## src/rtl/gpio_input_debounce.sv

```systemverilog
// gpio_input_debounce: synchronise, debounce and queue change events for raw GPIO pads
module gpio_input_debounce #(
  parameter int WIDTH = 3,
  parameter int DEBOUNCE_CYCLES = 50000
) (
  input  logic               i_clk,
  input  logic               i_reset,
  input  logic [WIDTH-1:0]   i_gpio,
  output logic [WIDTH-1:0]   o_level,
  output logic [WIDTH-1:0]   o_rise,
  output logic [WIDTH-1:0]   o_fall,
  output logic               o_evt_valid,
  output logic [2*WIDTH-1:0] o_evt_data,
  input  logic               i_evt_ready,
  output logic               o_evt_overflow,
  input  logic               i_ovf_clear
);
  localparam int CNT_W = $clog2(DEBOUNCE_CYCLES + 1);
  localparam logic [CNT_W-1:0] LAST = CNT_W'(DEBOUNCE_CYCLES - 1);
  logic [WIDTH-1:0] s1, s2, flip, flip_mask;
  logic [WIDTH-1:0][CNT_W-1:0] cnt;
  always_comb begin
    flip_mask = o_rise | o_fall;
    flip = '0;
    for (int b = 0; b < WIDTH; b++) flip[b] = (s2[b] != o_level[b]) && (cnt[b] == LAST);
  end
  always_ff @(posedge i_clk) begin
    if (i_reset) begin
      s1 <= '0;
      s2 <= '0;
      cnt <= '0;
      o_level <= '0;
      o_rise <= '0;
      o_fall <= '0;
      o_evt_valid <= 1'b0;
      o_evt_data <= '0;
      o_evt_overflow <= 1'b0;
    end else begin
      s1 <= i_gpio;
      s2 <= s1;
      for (int b = 0; b < WIDTH; b++) cnt[b] <= (s2[b] == o_level[b] || flip[b]) ? '0 : cnt[b] + 1'b1;
      o_level <= o_level ^ flip;
      o_rise <= flip & s2;
      o_fall <= flip & ~s2;
      if (flip_mask != '0 && (!o_evt_valid || i_evt_ready)) begin
        o_evt_valid <= 1'b1;
        o_evt_data <= {flip_mask, o_level};
      end else if (i_evt_ready) begin
        o_evt_valid <= 1'b0;
      end
      o_evt_overflow <= (flip_mask != '0 && o_evt_valid && !i_evt_ready) || (o_evt_overflow && !i_ovf_clear);
    end
  end
endmodule

```

## config.mk

```make
export PLATFORM = sky130hd
export DESIGN_NAME = gpio_input_debounce
export DESIGN_NICKNAME = d
export VERILOG_FILES = /design/src/rtl/gpio_input_debounce.sv
export SDC_FILE = /design/constraint.sdc
export NUM_CORES = 1
export LEC_CHECK = 0
export ABC_AREA = 1
export CORE_ASPECT_RATIO = 0.7
export CORE_MARGIN = 2
export CORE_UTILIZATION = 40
export DETAILED_ROUTE_END_ITERATION = 10
export DONT_BUFFER_PORTS = 1
export PLACE_DENSITY_LB_ADDON = 0.25
export SLEW_MARGIN = 0
export SYNTH_ARGS = -nofsm -noshare
export SYNTH_HDL_FRONTEND = slang
export SYNTH_SLANG_ARGS = --single-unit
```

## constraint.sdc

```tcl
create_clock -name i_clk -period 3.59 [get_ports i_clk]
set_input_delay 0.718 -clock i_clk [delete_from_list [all_inputs] [get_ports i_clk]]
set_output_delay 0.718 -clock i_clk [all_outputs]
set_load 0.02 [all_outputs]
```

Word level (Yosys, flattened, before mapping)

Index checks and enable logic that the tools add are counted.

Add/subtract/negate cells: 3
Equality and inequality tests: 9
Mux-type cells: 2
Bitwise operators: 5
Reductions and logical operators: 20

Operator list:

| cell                  | count |
|---|---|
| $add 16x1->16 const B | 3 |
| $eq 16x16->1 const B  | 3 |
| $logic_and 1x1->1     | 7 |
| $and 3x3->3           | 2 |
| $reduce_or 2->1       | 3 |
| $logic_or 1x1->1      | 5 |
| $eq 1x1->1            | 3 |
| $logic_not 1->1       | 3 |
| $ne 1x1->1            | 3 |
| $not 3->3             | 1 |
| $or 3x3->3            | 1 |
| $reduce_bool 3->1     | 1 |
| $xor 3x3->3           | 1 |
| $mux 1                | 2 |
| $reduce_bool 2->1     | 1 |

Flip-flop bits (word level): 71
Bits of input ports: 7

Depth between registers and ports, before layout

Depth in word-level cells: 5
Gate-level depth with buffers: 8
Mapped depth without buffers: 8

Worst setup path after synthesis

Ideal clock, no wire load.

Path kind: input port to flip-flop
From: input port i_evt_ready
To: register o_evt_data[2]
Library setup time: 0.116 ns
Data arrival time: 1.408 ns
Required time: 3.474 ns
Setup slack: 2.066 ns
Stages on the path: 5
Path buffers: 0
Cell sequence: or2_2 > nand2_1 > inv_1 > nor2_1 > nor2_1

Longest elaborated chain between the ends: 2

RTL lines:

| element              | line | source |
|---|---|---|
| start, declared      | 14   | `input logic i_evt_ready,` |
| $logic_or 1x1->1     | 45   | `if (flip_mask != '0 && (!o_evt_valid \|\| i_evt_ready)) begin` |
| $logic_and 1x1->1    | 45   |  |
| end signal, assigned | 47   | `o_evt_data <= {flip_mask, o_level};` |
| end, declared        | 13   | `output logic [2*WIDTH-1:0] o_evt_data,` |

Every way passes these cells.
A chain may end at the register's enable or synchronous reset.

==> impl_metrics.env <==
export IMPL_dp_hpwl_mm=5.12
export IMPL_synth_cell_type_count=24
export IMPL_initial_core_util_pct=41.4
export IMPL_min_period_ns=1.59
export IMPL_critPathLaunchType="flop"
export IMPL_finalNetCount=491
export IMPL_drtIter0Drc=263
export IMPL_antenna_found_initial=0
export IMPL_synth_area_leaders="dfxtp_1, nor2_1, nand2_1"
export IMPL_wl_mm=6.83
export IMPL_path_clk_slew_ns=0.06
export IMPL_fp_dieH_um=79.5
export IMPL_coreArea_mm2=0.00787
export IMPL_via_per_inst=4.86
export IMPL_tightest_slew_ns=0.426
export IMPL_drc=0
export IMPL_crit_fanout=5
export IMPL_hold_violations=0
export IMPL_rows=27
export IMPL_synth_top_area_share_pct=43.6
export IMPL_num_antenna_cells=0
export IMPL_die_w_um=112
export IMPL_critPathArrivalTime_ns=0.87
export IMPL_outcome="finished, final reports clean"
export IMPL_grt_ovfl_total=0
export IMPL_post_cts_buffers=0
export IMPL_clock_fmax_mhz=629
export IMPL_setup_tns_ns=0
export IMPL_grt_pass1_wl_mm=11.6
export IMPL_yosys_area_top_type="dfxtp_1"
export IMPL_ir_worst_vdd_mv=0.317
export IMPL_ys_warn_count=0
export IMPL_path_class="reg2out"
export IMPL_dr_pass1_iters=4
export IMPL_grt_start_max_net_pins=17
export IMPL_syn_avg_cell_area_um2=6.88
export IMPL_cts_hold_buf=0
export IMPL_clk_path_buf_depth=2
export IMPL_ys_seq_elements=71
export IMPL_area_growth_pct=11.2
export IMPL_routabilityCongestion=0.854
export IMPL_hold_class="reg2reg"
export IMPL_num_vias=2855
export IMPL_slew_headroom_pct=71.5
export IMPL_r2r_slack_ns=2.02
export IMPL_worst_ep_required_time_ns=2.87
export IMPL_cts_inserted_buffers=9
export IMPL_drive_gt1_share_pct=5.76
export IMPL_ant_nets=0
export IMPL_h_tree_depth=3
export IMPL_io_buffers=0
export IMPL_root_buffer="clkbuf_16"
export IMPL_ios=24
export IMPL_leakage_nw=1.21
export IMPL_clock_latency_ns=0.34
export IMPL_clock_sinks=71
export IMPL_p_per_area_mw_per_mm2=448
export IMPL_fillers=791
export IMPL_syn_nets=484
export IMPL_endpoint_kind="output pin"
export IMPL_fin_crit_sh_pct=44.3
export IMPL_netlist_area_mm2=0.00326
export IMPL_skew_ns=0.00974
export IMPL_syn_inst=474
export IMPL_tritoncts="done"
export IMPL_avgRoutedWirePerCell_um=11.6
export IMPL_grt_util_all_layers_pct=16.5
export IMPL_setup_viol_count_final=0
export IMPL_maxCapViolations=0
export IMPL_synth_seq_area_share_pct=43.6
export IMPL_ctsResizeCount=0
export IMPL_drv_slew=0
export IMPL_rsz0062_at_grt="no"
export IMPL_first_global_vias=2505
export IMPL_fp_dieArea_mm2=0.00890
export IMPL_whs_ns=0.398
## path summary, 6_finish.rpt
| kind | from | to | cells past startpoint |
|---|---|---|---|
| max | flop | o_level[2] | 0 |
| min | s1[1] | s2[1] | 2 |
| max reg2reg | cnt[16] | cnt[25] | 6 |
| min reg2reg | s1[1] | s2[1] | 2 |
## flip-flops by register name, summed over array words and instances (netlist names), named ones only
register and flops:
s1 3, cnt 48, o_rise 3, o_evt_overflow 1, o_fall 3, s2 3
o_evt_valid 1, o_evt_data 6
## cell families after synthesis
kind of cell | after synthesis | share of synthesized area [%]
AND/OR/NAND/NOR | 270 | 34.9
flip-flops | 71 | 43.6
XOR/XNOR | 17 | 4.57
buffers and inverters | 67 | 8.40
AO/OA/AOI/OAI | 46 | 7.37
adder cells (fa/ha/maj) | 3 | 1.15
## final cells by class
class / instances / area [um^2] / share of cell area (%)
Sequential cell: 71 / 1420 / 39.2
Multi-Input combinational cell: 336 / 1570 / 43.2
Tap cell: 101 / 126 / 3.49
Clock inverter: 5 / 33.8 / 0.932
Clock buffer: 11 / 243 / 6.69
Inverter: 63 / 236 / 6.52
## power breakdown
group | leakage, nW | switching, W | internal [W] | total [W]
combinational | 0.504 | 0.0000120 | 0.00000436 | 0.0000163
sequential | 0.573 | 0.00000232 | 0.000792 | 0.000795
clock | 0.132 | 0.000328 | 0.000484 | 0.000812
## layer usage
metal	GRT usage, %	vias up	wire (um)
li1	-	1509	-
met1	23.0	1265	3590
met2	22.7	73	2610
met3	6.30	8	542
met4	7.04	0	80
met5	0	-	0
## cells in the mapped netlist (all sizes together)
master	n
ha	3
o21bai	1
a21oi	33
xnor2	4
buf	3
nand3	37
nand2	102
nand3b	1
xor2	13
or2	5
dfxtp	71
inv	63
nand4	15
clkbuf	1
nor3	6
o21ai	12
nor2	104
## layout by cell type (no fill, tap or decap), drive strengths merged
master,netlist,final
nor2,104,104
nand2,102,102
dfxtp,71,71
inv,63,63
nand3,37,37
a21oi,33,33
nand4,15,15
xor2,13,13
o21ai,12,12
clkbuf,1,11
nor3,6,6
or2,5,5
xnor2,4,4
ha,3,3
clkinv,0,3
clkinvlp,0,2
nand3b,1,1
o21bai,1,1
## worst min-delay path, cell delays in order (launching register included)
cell and delay (ns):
dfxtp_1 0.29, inv_1 0.04, nor2_1 0.03
## stage by stage
stage	cells	utilization, %	instance area [um^2]	setup WS (ns)	total power [W]
floorplan	474	-	3260	2.07	0.000827
global placement	571	42.6	3350	1.99	0.000828
detailed placement	571	42.6	3350	1.94	0.000828
CTS	587	46.1	3630	1.99	0.00165
global route	587	46.1	3630	1.77	0.00168
finish	587	46.1	3630	2.00	0.00162
Note: power is estimated with default switching activity, not from simulation.
